==> src/rtl/game_pkg.sv <==
// Shared state encoding, default timing constants and small helpers for the game controller.
package game_pkg;

    localparam int DEB_CNT_DEF     = 500000;
    localparam int INIT_CYCLES_DEF = 16;
    localparam int BLINK_LOG2_DEF  = 24;

    localparam logic [1:0] ST_IDLE = 2'd0;
    localparam logic [1:0] ST_INIT = 2'd1;
    localparam logic [1:0] ST_PLAY = 2'd2;
    localparam logic [1:0] ST_OVER = 2'd3;

    // Game counter stops at its maximum instead of wrapping.
    function automatic logic [7:0] sat_inc(input logic [7:0] v);
        return (v == 8'hFF) ? v : v + 8'd1;
    endfunction

endpackage

==> src/rtl/button_debounce.sv <==
// Two-flop synchroniser followed by a reload-on-agreement down-counter debouncer.
// The output level follows the synchronised input only after the two have disagreed
// for DEB_CNT consecutive cycles; any agreement in between reloads the counter.
module button_debounce
    import game_pkg::*;
#(
    parameter int DEB_CNT = DEB_CNT_DEF
) (
    input  logic clk,
    input  logic rst,
    input  logic btn,
    output logic level
);

    localparam int CW = (DEB_CNT > 1) ? $clog2(DEB_CNT) : 1;
    localparam logic [CW-1:0] RELOAD = CW'(DEB_CNT - 1);

    logic          sync1;
    logic          sync2;
    logic [CW-1:0] cnt;

    // Bring the raw button into the clk domain.
    always_ff @(posedge clk or negedge rst) begin
        if (!rst) begin
            sync1 <= 1'b0;
            sync2 <= 1'b0;
        end else begin
            sync1 <= btn;
            sync2 <= sync1;
        end
    end

    // Count down while input disagrees with output; flip the level at terminal count.
    always_ff @(posedge clk or negedge rst) begin
        if (!rst) begin
            cnt   <= '0;
            level <= 1'b0;
        end else if (sync2 == level) begin
            cnt <= RELOAD;
        end else if (cnt == '0) begin
            level <= sync2;
            cnt   <= RELOAD;
        end else begin
            cnt <= cnt - CW'(1);
        end
    end

endmodule

==> src/rtl/game_controller.sv <==
// Game sequencing controller: debounces the three buttons, runs the
// IDLE/INIT/PLAY/OVER flow and drives the ball movement block.
//
//   state | meaning
//   IDLE  | power-up / reset, ball block held in reset, waiting for start
//   INIT  | ball block held in reset for INIT_CYCLES cycles
//   PLAY  | game running, left/right buttons forwarded
//   OVER  | game lost, over_led blinks, waiting for start
module game_controller
    import game_pkg::*;
#(
    parameter int DEB_CNT     = DEB_CNT_DEF,
    parameter int INIT_CYCLES = INIT_CYCLES_DEF,
    parameter int BLINK_LOG2  = BLINK_LOG2_DEF
) (
    input  logic       clk,
    input  logic       rst,
    input  logic       btn_start,
    input  logic       btn_left,
    input  logic       btn_right,
    input  logic       over,
    output logic       game_rst,
    output logic       left,
    output logic       right,
    output logic       middle,
    output logic       over_led,
    output logic [7:0] games,
    output logic [1:0] state
);

    localparam int IW = (INIT_CYCLES > 1) ? $clog2(INIT_CYCLES) : 1;
    localparam logic [IW-1:0] INIT_RELOAD = IW'(INIT_CYCLES - 1);

    logic                  deb_start;
    logic                  deb_left;
    logic                  deb_right;
    logic                  start_pulse;
    logic [1:0]            state_next;
    logic [IW-1:0]         init_cnt;
    logic [BLINK_LOG2-1:0] blink_cnt;

    button_debounce #(.DEB_CNT(DEB_CNT)) u_deb_start (
        .clk   (clk),
        .rst   (rst),
        .btn   (btn_start),
        .level (deb_start)
    );

    button_debounce #(.DEB_CNT(DEB_CNT)) u_deb_left (
        .clk   (clk),
        .rst   (rst),
        .btn   (btn_left),
        .level (deb_left)
    );

    button_debounce #(.DEB_CNT(DEB_CNT)) u_deb_right (
        .clk   (clk),
        .rst   (rst),
        .btn   (btn_right),
        .level (deb_right)
    );

    // middle is the debounced start level one cycle late, so it doubles as the edge-detect history.
    assign start_pulse = deb_start & ~middle;

    // Next-state decode; over only matters in PLAY, start only in IDLE and OVER.
    always_comb begin
        state_next = state;
        case (state)
            ST_IDLE: if (start_pulse)     state_next = ST_INIT;
            ST_INIT: if (init_cnt == '0)  state_next = ST_PLAY;
            ST_PLAY: if (over)            state_next = ST_OVER;
            ST_OVER: if (start_pulse)     state_next = ST_INIT;
            default:                      state_next = ST_IDLE;
        endcase
    end

    // State register, INIT down-counter and saturating games counter.
    always_ff @(posedge clk or negedge rst) begin
        if (!rst) begin
            state    <= ST_IDLE;
            init_cnt <= '0;
            games    <= 8'd0;
        end else begin
            state <= state_next;
            if (state_next == ST_INIT && state != ST_INIT) begin
                init_cnt <= INIT_RELOAD;
            end else if (state == ST_INIT && init_cnt != '0) begin
                init_cnt <= init_cnt - IW'(1);
            end
            if (state == ST_INIT && state_next == ST_PLAY) begin
                games <= sat_inc(games);
            end
        end
    end

    // Outputs are registered from the next state so they line up with the state output.
    always_ff @(posedge clk or negedge rst) begin
        if (!rst) begin
            game_rst <= 1'b1;
            left     <= 1'b0;
            right    <= 1'b0;
            middle   <= 1'b0;
        end else begin
            game_rst <= (state_next == ST_IDLE) || (state_next == ST_INIT);
            left     <= (state_next == ST_PLAY) && deb_left && !deb_right;
            right    <= (state_next == ST_PLAY) && deb_right && !deb_left;
            middle   <= deb_start;
        end
    end

    // Blink counter: cleared with the LED lit on OVER entry, LED flips on every counter wrap.
    always_ff @(posedge clk or negedge rst) begin
        if (!rst) begin
            blink_cnt <= '0;
            over_led  <= 1'b0;
        end else if (state_next == ST_OVER) begin
            if (state != ST_OVER) begin
                blink_cnt <= '0;
                over_led  <= 1'b1;
            end else begin
                blink_cnt <= blink_cnt + BLINK_LOG2'(1);
                if (&blink_cnt) begin
                    over_led <= ~over_led;
                end
            end
        end else begin
            blink_cnt <= '0;
            over_led  <= 1'b0;
        end
    end

endmodule
==> config.mk <==
export PLATFORM = sky130hd
export DESIGN_NAME = game_controller
export DESIGN_NICKNAME = d
export VERILOG_FILES = /design/src/rtl/game_pkg.sv /design/src/rtl/button_debounce.sv /design/src/rtl/game_controller.sv
export SDC_FILE = /design/constraint.sdc
export NUM_CORES = 1
export LEC_CHECK = 0
export BUFFER_PORTS_ARGS = -buffer_cell sky130_fd_sc_hd__buf_2
export CORE_ASPECT_RATIO = 1.5
export CORE_MARGIN = 1
export CORE_UTILIZATION = 66
export CTS_CLUSTER_DIAMETER = 50
export CTS_CLUSTER_SIZE = 40
export DETAILED_ROUTE_END_ITERATION = 10
export PLACE_DENSITY_LB_ADDON = 0.05
export SLEW_MARGIN = 0
export SYNTH_ARGS = -nofsm -noshare
export SYNTH_HDL_FRONTEND = slang
export SYNTH_HIERARCHICAL = 1
export SYNTH_SLANG_ARGS = --single-unit
==> constraint.sdc <==
create_clock -name clk -period 3.9 [get_ports clk]
set_input_delay 0 -clock clk [delete_from_list [all_inputs] [get_ports clk]]
set_output_delay 0 -clock clk [all_outputs]
set_load 0.02 [all_outputs]
* Word level (Yosys, flattened, before mapping)
Index checks and enable logic that the tools add are counted.
** Operators by class
- Add/subtract/negate cells :: 6
- Multiply operators :: 0
- Divide/modulo/power cells :: 0
- Magnitude comparators :: 0
- Equality and inequality tests :: 13
- Shift operators :: 0
- Muxes and demuxes :: 17
- Bitwise logic cells :: 7
- Reduce and logical (&&, ||, !) cells :: 24
** Operator list (number)
- $mux W19 :: 6
- $logic_not A19 Y1 :: 3
- $sub A19 B1 Y19 const B :: 3
- $mux W24 :: 2
- $add A24 B1 Y24 const B :: 1
- $reduce_and A24 Y1 :: 1
- $add A8 B1 Y8 const B :: 1
- $eq A2 B2 Y1 const B :: 4
- $eq A8 B8 Y1 const B :: 1
- $mux W4 :: 2
- $reduce_and A2 Y1 :: 4
- $logic_and A1 B1 Y1 :: 7
- $mux W2 :: 3
- $not A1 Y1 :: 6
- $pmux W2 S3 :: 1
- $eq A2 B1 Y1 const B :: 2
- $logic_not A2 Y1 :: 2
- $logic_not A4 Y1 :: 1
- $reduce_bool A4 Y1 :: 1
- $sub A4 B1 Y4 const B :: 1
- $eq A1 B1 Y1 :: 3
- $mux W1 :: 3
- $ne A3 B1 Y1 const B :: 1
- $logic_not A1 Y1 :: 2
- 6 further kinds :: 6
** Storage, ports and cells
- Register bits after elaboration :: 109
- Bits in latches :: 0
- Memory bits (writable) :: 0
- Memory bits (read-only) :: 0
- Input port bits :: 6
- Output and inout port bits :: 15
- Word-level logic and storage cells :: 88
- Memories kept :: 0

* Logic depth before layout (Yosys ltp)
Gate-level depths: netlist of the first run.
- Word-level depth :: 7
- Mapped depth :: 8
- Depth with buffers taken out :: 7

* Modules after synthesis
Netlist of the first run, hierarchy kept.
** By module, submodules not included
- button_debounce (u_deb_right ...) :: instances 2, cells each 104, area an instance 1097.3 µm², seq. area each 550.5 µm²
- game_controller :: instances 1, cells each 196, area an instance 2085.8 µm², seq. area each 1077.3 µm²
- button_debounce (u_deb_left) :: instances 1, cells each 105, area an instance 1136.1 µm², seq. area each 550.5 µm²

* Worst setup path before layout of the first run
No wires, ideal clock.
- Path kind :: register to register
- Start point :: register state[0]
- End point :: register blink_cnt[15]
- Library setup time :: 0.121 ns
- Arrival time :: 1.748 ns
- Required time :: 3.779 ns
- Slack :: 2.031 ns
- Cell stages (with the launch flop) :: 8
- Path buffers :: 1
- Period minus slack after synthesis :: 1.869 ns
- Path through :: dfrtp_1 -> inv_1 -> ha_1 -> a311o_1 -> o21a_1 -> o211ai_2 -> buf_2 -> nor2_1
** Between the ends
- Longest elaborated chain between the ends :: 5
- Elaborated cells on any way between the ends :: 13
- Classes of those cells :: 5 x eq/ne; 6 x mux; 2 x reduce/logical
** RTL lines
- start, declared :: RTL line game_controller.sv:28 : output logic [1:0] state
- start signal, assigned :: RTL line game_controller.sv:85 : state <= state_next;
- $eq A2 B2 Y1 / $logic_not A2 Y1 (equally long branches) :: RTL line game_controller.sv:69 : case (state)
- $reduce_or A2 Y1 (no line)
- $pmux W2 S3 (*) :: RTL line game_controller.sv:69
- via state_next[1] :: RTL line game_controller.sv:38 : logic [1:0] state_next;
- $eq A2 B2 Y1 (*) :: RTL line game_controller.sv:117 : end else if (state_next == ST_OVER) begin
- $mux W24 (*) :: RTL line game_controller.sv:117
- end signal, assigned :: RTL line game_controller.sv:122 : blink_cnt <= blink_cnt + BLINK_LOG2'(1);
- end, declared :: RTL line game_controller.sv:40 : logic [BLINK_LOG2-1:0] blink_cnt;
The timed path passes the listed nets; every way through them passes the cells marked *.
A chain may end at the register's enable or synchronous reset.

* Worst setup path in the final report of the first run
- Start point :: register state[0]
- End point :: register blink_cnt[3]
** Between the ends
- Longest elaborated chain between the ends :: 5
- Elaborated cells on any way between the ends :: 13
- Classes of those cells :: 5 x eq/ne; 6 x mux; 2 x reduce/logical
** RTL lines (RTL line)
- $eq A2 B2 Y1 / $logic_not A2 Y1 (equally long branches) :: game_controller.sv:69
- $reduce_or A2 Y1 (no line)
- $pmux W2 S3 :: game_controller.sv:69
- $eq A2 B2 Y1 :: game_controller.sv:117
- $mux W24 (*) :: game_controller.sv:117
Mark *: on every way between the ends. The rest lies on a longest branch, timed or not.

==> metrics.cfg, run 1 <==
[routing]
ant_nets = 0
drt_iter0_drc = 216
wire_per_inst_um = 15.55
drc = 0
drt-total-wl_mm = 10.06
vias_per_cell = 5.913
drtPass1Iterations = 4
vias = 3826

[clock_tree]
post_cts_resized = 0
cts_tree = yes
clock_latency_ps = 350
path_clk_slew_ps = 60
cts-root-buf = clkbuf_16
clock-sinks = 109
cts_buffers = 9
clockBufferDepth = 2
cts_max_level = 3

[logic_synthesis]
synth_top_cell_area_share_pct = 49.90
synthesis.nets = 527
synth-edff-count = 0
synth_top_flop_cell = dfrtp_1
yosysMostFrequentCell = dfrtp_1
synth_top_area_cell = dfrtp_1
ys_types = 64
async_flop_share_pct = 100.0
syn_area_mm2 = 0.005416
synth_area_leaders = dfrtp_1, xor2_1, nor2_1, xnor2_1, nand3_1
synth-seq-area-share_pct = 50.38
yosysWarnings = 6
synthTopCellsByCount = dfrtp_1, nor2_1, nand2_1, xor2_1, nand3_1
ys_ff_latch = 109
netlist_instances = 509
synth.avg_cell_area_um2 = 10.64

[floorplanning]
die_h_um = 113.0
initial_core_util_pct = 68.07
num_rows = 40
die_x_um = 75.97
die_area_mm2 = 0.008580
coreArea_mm2 = 0.007958
ios = 21

[power_and_ir_drop]
p_int_w = 0.001861
totalPowerFinal_w = 0.002598
pwr-share-comb_pct = 17.0
ir_drop_uv = 329.9
p_clk_share_pct = 33.6
swShare_pct = 28.38
pwr-share-seq_pct = 49.4
leakage_nw = 2.447
power_per_cell_area_mw_per_mm2 = 438.0
p_sw_w = 0.0007372

[critical_path]
crit_type = flop to flop
critPathCaptureType = flop
cp.required_ps = 4090
critPathArrivalTime_ps = 2440
path_max_fanout = 24
cp-start-kind = flop

[layout]
n_fill_cell = 564
seqCellArea_mm2 = 0.002729
multiInputGateArea_mm2 = 0.002572
fin_util_pct = 74.54
drive_gt1_share_pct = 14.94
antennaDiodeCount = 0
fin_nets = 556
area_growth_pct = 9.517

[worst_hold_path]
hold_path.class = input port to flop

[timing]
tightestPinTransition_ps = 982.8
setup_viol = 0
relSlewSlack_pct = 34.48
finalSetupTns_ps = 0
hold_violations = 0
rsz0062_at_grt = false
fin_crit_sh_pct = 57.81
clock.fmax_ghz = 0.4436
fin_crit_ps = 2254
finalClockSkew_ps = 6.642
drv_slew = 0

[global_route]
antenna_found_initial = 0
grt_pass1_wl_mm = 17.69
grt_pass1_vias = 3949
grt-ovfl-total = 0
grt_max_degree = 81
track_usage_pct = 25.85

[flow_run]
timing.max_cap.violations = 0

[status]
status = complete, no violations

[placed_design]
port-buffer-count = 20
hpwl_mm = 6.853
place.gp.congestion = 0.8308

[layout make-up]
| type | count | share of cell area (%) |
|---|---|---|
| clock buffer | 11 | 3.923 |
| multi-input combinational | 375 | 43.37 |
| timing repair buffer | 25 | 2.531 |
| inverter | 18 | 1.139 |
| clock inverter | 4 | 0.8226 |
| tap | 105 | 2.215 |
| sequential | 109 | 46.00 |
[critical path, stage by stage, from the launching register on]
cell	delay, ps
dfrtp_1	430
inv_1	110
ha_1	320
a21bo_2	200
a21oi_1	110
o211ai_2	810
nor2_1	130
[layer usage]
metal	global-route usage [%]	vias up	wire length [um]
li1	-	1845	-
met1	30.77	1894	4303
met2	45.64	63	5299
met3	4.516	24	223
met4	12.05	0	231
met5	0	-	0
[per-stage QoR]
stage               std cells  area, um2  worst slack (ps)  hold WS, ps
global placement          628       5610              1779        108.3
global route              647       5932              1430        295.8
detailed placement        628       5610              1653        109.7
floorplan                 509       5416              2031       -295.6
finish                    647       5932              1646        290.5
CTS                       647       5932              1654        282.3
[state kept, by name, summed over array words and instances (netlist names)]
name	cells
right	1
u_deb_right/sync2	1
u_deb_start/level	1
u_deb_left/level	1
u_deb_right/sync1	1
u_deb_start/sync1	1
games	8
game_rst	1
middle	1
state	2
u_deb_start/cnt	19
u_deb_right/level	1
blink_cnt	24
u_deb_left/sync2	1
u_deb_left/sync1	1
u_deb_start/sync2	1
init_cnt	4
over_led	1
left	1
u_deb_right/cnt	19
u_deb_left/cnt	19
[cell usage in the layout, fill, tap and decap left out, drive strengths merged, types with 2 or more instances in the layout]
master | synthesis | routed
a41o | 2 | 2
xnor2 | 31 | 31
or4 | 8 | 8
a311o | 5 | 5
nor2b | 3 | 3
or3 | 6 | 6
clkinv | 0 | 2
nand3 | 36 | 36
xor2 | 38 | 38
and4 | 2 | 2
a31o | 2 | 2
o21ai | 9 | 9
nor3b | 4 | 4
or2 | 2 | 2
dfrtp | 108 | 108
nand2b | 3 | 3
nand4b | 3 | 3
o41ai | 3 | 3
a21oi | 8 | 8
nor2 | 78 | 78
a41oi | 2 | 2
nor3 | 11 | 11
o31ai | 5 | 5
nor4 | 18 | 18
and4b | 3 | 3
clkbuf | 2 | 11
ha | 12 | 12
or3b | 2 | 2
nand2 | 39 | 39
and3 | 8 | 8
inv | 18 | 19
nand3b | 2 | 2
buf | 5 | 21
dlygate4sd3 | 0 | 4
nand4 | 14 | 14
mux2 | 3 | 3
o211ai | 2 | 2
a31oi | 4 | 4
[power by group through the flow]
stage / Combinational [W] / Sequential [W] / Clock (W)
after floorplan: 0.000267 / 0.00133 / 0
after global placement: 0.000415 / 0.00129 / 0
after detailed placement: 0.000436 / 0.00130 / 0
after CTS: 0.000444 / 0.00128 / 0.000895
after global routing: 0.000490 / 0.00129 / 0.000943
final: 0.000441 / 0.00128 / 0.000873
[final timing paths]
| kind | from | endpoint | slack, ps | depth (start not counted) |
|---|---|---|---|---|
| max | state[0] | blink_cnt[3] | 1650 | 6 |
| min | btn_start | u_deb_start/sync1 | 290 | 2 |
| max reg2reg | state[0] | blink_cnt[3] | 1650 | 6 |
| min reg2reg | u_deb_start/sync1 | u_deb_start/sync2 | 360 | 0 |
| max in group asynchronous | rst | u_deb_right/cnt[7] | 2600 | 3 |
| min in group asynchronous | rst | blink_cnt[12] | 350 | 2 |
[cells by family (layout without fill, tap and decap cells)]
family                   after synthesis  in the layout  synth area share (%)
AND/OR/NAND/NOR                      243            243                 25.83
flip-flops                           109            109                 50.38
XOR/XNOR                              69             69                 11.16
AO/OA/AOI/OAI                         48             48                 7.115
buffers and inverters                 25             58                 2.125
adder cells (fa/ha/maj)               12             12                 2.772
multiplexers                           3              3                0.6237
[what timing repair did]
action / 4_1_cts / 5_1_grt
hold buffers: 4 / 0
endpoints found under the setup margin: 0 / 0
setup buffers: 0 / 0
hold endpoints to repair: 81 / 0
Note: power is estimated with default switching activity, not from simulation.
==> run 2: changes to the inputs <==
--- a/config.mk
+++ b/config.mk
@@ -8,7 +8,7 @@
 export BUFFER_PORTS_ARGS = -buffer_cell sky130_fd_sc_hd__buf_2
 export CORE_ASPECT_RATIO = 1.5
 export CORE_MARGIN = 1
-export CORE_UTILIZATION = 66
+export CORE_UTILIZATION = 56
 export CTS_CLUSTER_DIAMETER = 50
 export CTS_CLUSTER_SIZE = 40
 export DETAILED_ROUTE_END_ITERATION = 10
==> constraint.sdc (replaced) <==
create_clock -name clk -period 1.9 [get_ports clk]
set_input_delay 0 -clock clk [delete_from_list [all_inputs] [get_ports clk]]
set_output_delay 0 -clock clk [all_outputs]
set_load 0.02 [all_outputs]
==> run 2 against run 1 <==
  * The run now ends with negative setup slack left
  * Combinational power grew 140%
  * First-iteration DRC count shrank 11%
  * Total power grew 110%
  * Count of clock-buffer cells in the layout shrank 2
  * Critical path type unchanged
  * Critical endpoint is now u_deb_start/level
==> metrics.cfg, run 2 (synthesis results as in run 1) <==
[status]
status = complete, but fails checks
violations = negative setup slack

[critical_path]
r2r_end = u_deb_start/level
cp.required_ps = 2140  ; -1950 ps
critPathArrivalTime_ps = 2160  ; -280 ps
path_max_fanout = 6  ; -75%
r2r_start = u_deb_start/cnt[11]
cp-start-kind = flop
rrSetupSlack_ps = -20  ; -1670 ps
rr_worst_depth = 5  ; -1
crit_type = flop to flop
critPathCaptureType = flop

[timing]
drv_slew = 0  ; unchanged
finalClockSkew_ps = 5.643  ; -0.9986 ps
clock.fmax_ghz = 0.5207  ; +17%
rsz0062_at_grt = true
finalSetupTns_ps = -20.44  ; -20.44 ps
fin_crit_ps = 1920  ; -334.0 ps
hold_violations = 0  ; unchanged
relSlewSlack_pct = 63.00  ; +29 points
fin_crit_sh_pct = 101.1  ; +43 points
tightestPinTransition_ps = 551.0  ; -431.7 ps
setup_ws_ps = -20.44  ; -1666 ps
setup_viol = 1  ; +1

[clock_tree]
cts_buffers = 9  ; unchanged
cts_max_level = 3  ; unchanged
clock_latency_ps = 350  ; about the same
clockBufferDepth = 2  ; unchanged
clock-sinks = 109  ; unchanged
cts_tree = yes
path_clk_slew_ps = 70  ; about the same
cts-root-buf = clkbuf_16

[routing]
vias = 3961  ; +3.5%
drt_iter0_drc = 192  ; -11%
wire_per_inst_um = 15.25  ; -1.9%
drt-total-wl_mm = 10.57  ; +5.1%
vias_per_cell = 5.716  ; -3.3%
ant_nets = 0  ; unchanged
drtPass1Iterations = 4  ; unchanged
drc = 0  ; unchanged

[power_and_ir_drop]
leakage_nw = 2.653  ; +8.4%
p_sw_w = 0.001618  ; +120%
p_clk_share_pct = 32.2  ; -1.4 points
pwr-share-seq_pct = 48.4  ; -1.0 points
p_int_w = 0.003787  ; +100%
power_per_cell_area_mw_per_mm2 = 852.6  ; +95%
swShare_pct = 29.93  ; +1.6 points
ir_drop_uv = 571.8  ; +73%
pwr-share-comb_pct = 19.3  ; +2.3 points

[placed_design]
port-buffer-count = 20  ; unchanged
hpwl_mm = 7.532  ; +9.9%
place.gp.congestion = 0.8237  ; -0.85%
dp.cells = 672  ; +7.0%

[layout]
drive_gt1_share_pct = 23.06  ; +8.1 points
top_register = blink_cnt
seqCellArea_mm2 = 0.002729  ; unchanged
final_cell_mix = dfrtp_1, nor2_1, nand2_1, xor2_1, buf_4
fin_nets = 594  ; +6.8%
stdcell_count = 693  ; +7.1%
area_growth_pct = 17.02
fin_util_pct = 68.10  ; -6.4 points
layout_commonest_cell = dfrtp_1
largest_reg_flops = 24  ; unchanged
antennaDiodeCount = 0  ; unchanged
n_fill_cell = 722  ; +28%
multiInputGateArea_mm2 = 0.002665  ; +3.6%

[floorplanning]
die_h_um = 122.5  ; +8.4%
die_x_um = 82.30  ; +8.3%
die_area_mm2 = 0.01008  ; +17%
coreArea_mm2 = 0.009308  ; +17%
ios = 21  ; unchanged
initial_core_util_pct = 58.19  ; -9.9 points
num_rows = 43  ; +7.5%

[global_route]
grt_pass1_wl_mm = 17.42  ; -1.5%
grt-ovfl-total = 0  ; unchanged
antenna_found_initial = 0  ; unchanged
grt_max_degree = 44  ; -46%
track_usage_pct = 22.95  ; -2.9 points
grt_pass1_vias = 3957  ; +0.20%

[worst_hold_path]
hold_path.class = input port to async pin

[flow_run]
timing.max_cap.violations = 0  ; unchanged

run 2: worst max-delay path by stage:
stage | from | to | slack (ps) | cells after the start
3_5_place_dp | u_deb_right/cnt[1] | u_deb_right/cnt[12] | 40 | 6
6_report | u_deb_start/cnt[11] | u_deb_start/level | -20 | 5
4_1_cts | u_deb_right/cnt[1] | u_deb_right/cnt[12] | 20 | 6
5_1_grt | u_deb_start/cnt[11] | u_deb_start/level | -70 | 5
3_3_place_gp | u_deb_start/cnt[1] | u_deb_start/cnt[12] | 80 | 6
2_1_floorplan | state[0] | blink_cnt[15] | 30 | 7
run 2: layout make-up:
type / instances / share of cell area (%)
clock buffer: 9 / 3.553
clock inverter: 7 / 0.8093
inverter: 18 / 1.066
multi-input combinational: 375 / 42.05
sequential: 109 / 43.05
tap: 112 / 2.211
timing repair buffer: 63 / 7.264
run 2: power groups by stage:
stage	registers, W	logic [W]	clock network (W)
detailed placement	0.00266	0.000999	0
global route	0.00264	0.00118	0.00188
global placement	0.00265	0.000963	0
floorplan	0.00274	0.000548	0
CTS	0.00262	0.00101	0.00179
finish	0.00262	0.00105	0.00174
run 2: routing by layer:
metal  share of wire, %  GRT usage (%)
met1                 42          25.20
met2                 54          40.96
met3                2.3          5.353
met4                2.1          10.20
met5                  0              0
run 2: what timing repair did:
action                                  CTS  global route
gates resized for setup                   0            18
hold buffers                              4             0
setup buffers                             0             1
endpoints found under the setup margin    0            57
endpoints found under the hold margin    40             0
run 2: per-stage QoR:
stage / cell area, um2 / setup slack, ps / hold slack (ps) / power [W]
floorplan: 5416 / 30.62 / -295.6 / 0.003285
global placement: 5922 / 83.00 / 1.398 / 0.003613
detailed placement: 5922 / 38.55 / 8.210 / 0.003659
CTS: 6238 / 24.31 / 172.7 / 0.005420
global route: 6339 / -72.44 / 207.3 / 0.005690
finish: 6339 / -20.44 / 157.5 / 0.005405
run 2: critical path, stage by stage, from the launching register on:
cell and delay [ps]:
dfrtp_1 380, or4_4 580, nor4_4 210, buf_4 180, nand4_1 130, mux2_4 330
==> run 3: changes to the inputs <==
--- a/config.mk
+++ b/config.mk
@@ -13,6 +13,7 @@
 export CTS_CLUSTER_SIZE = 40
 export DETAILED_ROUTE_END_ITERATION = 10
 export PLACE_DENSITY_LB_ADDON = 0.05
+export REMOVE_ABC_BUFFERS = 1
 export SLEW_MARGIN = 0
 export SYNTH_ARGS = -nofsm -noshare
 export SYNTH_HDL_FRONTEND = slang
==> run 3 against run 2 <==
  * The run still ends with negative setup slack left
  * Core utilization rose by 0.35 points
  * Count of clock-buffer cells in the layout rose by 2
  * Clock power rose by 4%
  * Hold slack got worse by 60 ps
  * Total power rose by 1.3%
  * Highest routed layer unchanged
  * Routed wire length fell by 3.4%
  * Register-to-register slack barely moved
  * First-iteration DRC count fell by 20%
  * Clock skew rose by 3.4 ps
  * Critical path depth fell by 1
  * Cell count rose by 0.43%
  * Non-clock buffer count rose by 3
==> metrics.cfg, run 3 (synthesis results as in run 1) <==
[timing]
finalClockSkew_ps = 9.027  ; +3.384 ps
setup_ws_ps = -13.93  ; +6.512 ps
finalSetupTns_ps = -22.96  ; -2.517 ps
tightestPinTransition_ps = 541.7  ; -9.376 ps
setup_viol = 2  ; +1
clock.fmax_ghz = 0.5225  ; +0.34%
hold_violations = 0  ; unchanged
fin_crit_sh_pct = 100.7  ; -0.34 points
rsz0062_at_grt = true
whs_ps = 97.64  ; -59.89 ps
drv_slew = 0  ; unchanged
relSlewSlack_pct = 63.89  ; +0.89 points
fin_crit_ps = 1914  ; -6.512 ps

[floorplanning]
die_area_mm2 = 0.01008  ; unchanged
ios = 21  ; unchanged
die_h_um = 122.5  ; unchanged
initial_core_util_pct = 58.19  ; unchanged
num_rows = 43  ; unchanged
die_x_um = 82.30  ; unchanged
coreArea_mm2 = 0.009308  ; unchanged

[critical_path]
critPathCaptureType = flop
critPathArrivalTime_ps = 2140  ; -20 ps
rr_worst_depth = 4  ; -1
cp-start-kind = flop
path_max_fanout = 5  ; -1
cp.required_ps = 2130  ; about the same
rrSetupSlack_ps = -10  ; about the same
r2r_start = u_deb_start/cnt[11]
crit_type = flop to flop
r2r_end = u_deb_start/level

[routing]
wire_per_inst_um = 14.67  ; -3.8%
vias_per_cell = 5.641  ; -1.3%
vias = 3926  ; -0.88%
drt_iter0_drc = 154  ; -20%
drt-total-wl_mm = 10.21  ; -3.4%
drtPass1Iterations = 4  ; unchanged
drc = 0  ; unchanged
ant_nets = 0  ; unchanged

[layout]
drive_gt1_share_pct = 24.14  ; +1.1 points
layout_commonest_cell = dfrtp_1
fin_area_mm2 = 0.006371  ; +0.51%
fin_nets = 597  ; +0.51%
area_growth_pct = 17.63
final_cell_mix = dfrtp_1, nor2_1, buf_4, nand2_1, xor2_1
largest_reg_flops = 24  ; unchanged
antennaDiodeCount = 0  ; unchanged
stdcell_count = 696  ; +0.43%
top_register = blink_cnt

[status]
status = complete, but fails checks
violations = negative setup slack

[global_route]
antenna_found_initial = 0  ; unchanged
track_usage_pct = 22.11  ; -0.84 points
grt_pass1_wl_mm = 17.13  ; -1.7%
grt_pass1_vias = 3908  ; -1.2%
grt-ovfl-total = 0  ; unchanged
grt_max_degree = 49  ; +11%

[placed_design]
dp.cells = 676  ; +0.60%
pre_cts_ws_ps = 24.62  ; -13.93 ps
hpwl_mm = 7.394  ; -1.8%
port-buffer-count = 20  ; unchanged
post_dp_cell_area_mm2 = 0.005952  ; +0.51%
place.gp.congestion = 0.8370  ; +1.6%

[clock_tree]
cts_tree = yes
cts_max_level = 3  ; unchanged
clock-sinks = 109  ; unchanged
cts_buffers = 9  ; unchanged
clockBufferDepth = 2  ; unchanged
path_clk_slew_ps = 70  ; about the same
cts-root-buf = clkbuf_16
clock_latency_ps = 340  ; about the same
postCtsSetupBuffers = 0  ; unchanged

[power_and_ir_drop]
leakage_nw = 2.702  ; +1.8%
ir_drop_uv = 640.4  ; +12%
power_per_cell_area_mw_per_mm2 = 859.6  ; +0.82%

[flow_run]
timing.max_cap.violations = 0  ; unchanged

[worst_hold_path]
hold_path.class = input port to async pin

[run 3: worst max-delay path by stage]
stage | from | endpoint | cells after the start
finish | u_deb_start/cnt[11] | u_deb_start/level | 4
global route | u_deb_start/cnt[11] | u_deb_start/level | 4
CTS | u_deb_start/cnt[11] | u_deb_start/level | 4
detailed placement | u_deb_start/cnt[11] | u_deb_start/cnt[17] | 4
global placement | u_deb_right/cnt[11] | u_deb_right/cnt[16] | 4
floorplan | state[0] | blink_cnt[10] | 6
[run 3: power by group]
group,switching [W],internal (W)
clock,0.000839,0.000975
sequential,0.000152,0.00247
combinational,0.000627,0.000410
total,0.00162,0.00386
[run 3: layout make-up]
| type | count | area [um2] |
|---|---|---|
| timing repair buffer | 66 | 483.0 |
| multi-input combinational | 375 | 2656 |
| sequential | 109 | 2729 |
| inverter | 18 | 67.56 |
| clock buffer | 11 | 252.7 |
| tap | 112 | 140.1 |
| clock inverter | 5 | 42.54 |
| fill | 719 | 2937 |
[run 3: timing repair]
| item | CTS | global route |
|---|---|---|
| pin swaps | 0 | 7 |
| endpoints found under the hold margin | 111 | 0 |
| hold buffers | 4 | 0 |
| resized for setup | 1 | 20 |
| gates cloned | 0 | 0 |
| setup endpoints to repair | 1 | 57 |
[run 3: metal layers]
layer  wire length (um)  part of all wire, %  track usage, %
met5                  0                    0               0
met4                108                  1.1           6.579
met3                245                  2.4           4.981
met2               5564                   54           40.39
met1               4295                   42           24.96
[run 3: per-stage QoR]
stage	util [%]	total power, W
floorplan	-	0.003269
global placement	63.95	0.003597
detailed placement	63.95	0.003656
CTS	67.59	0.005499
global route	68.45	0.005764
finish	68.45	0.005477
[run 3: critical path, cell delays in order (launching register included)]
cell	delay (ps)
dfrtp_1	380
or4_4	580
nor4_4	300
nand4_1	200
mux2_4	340
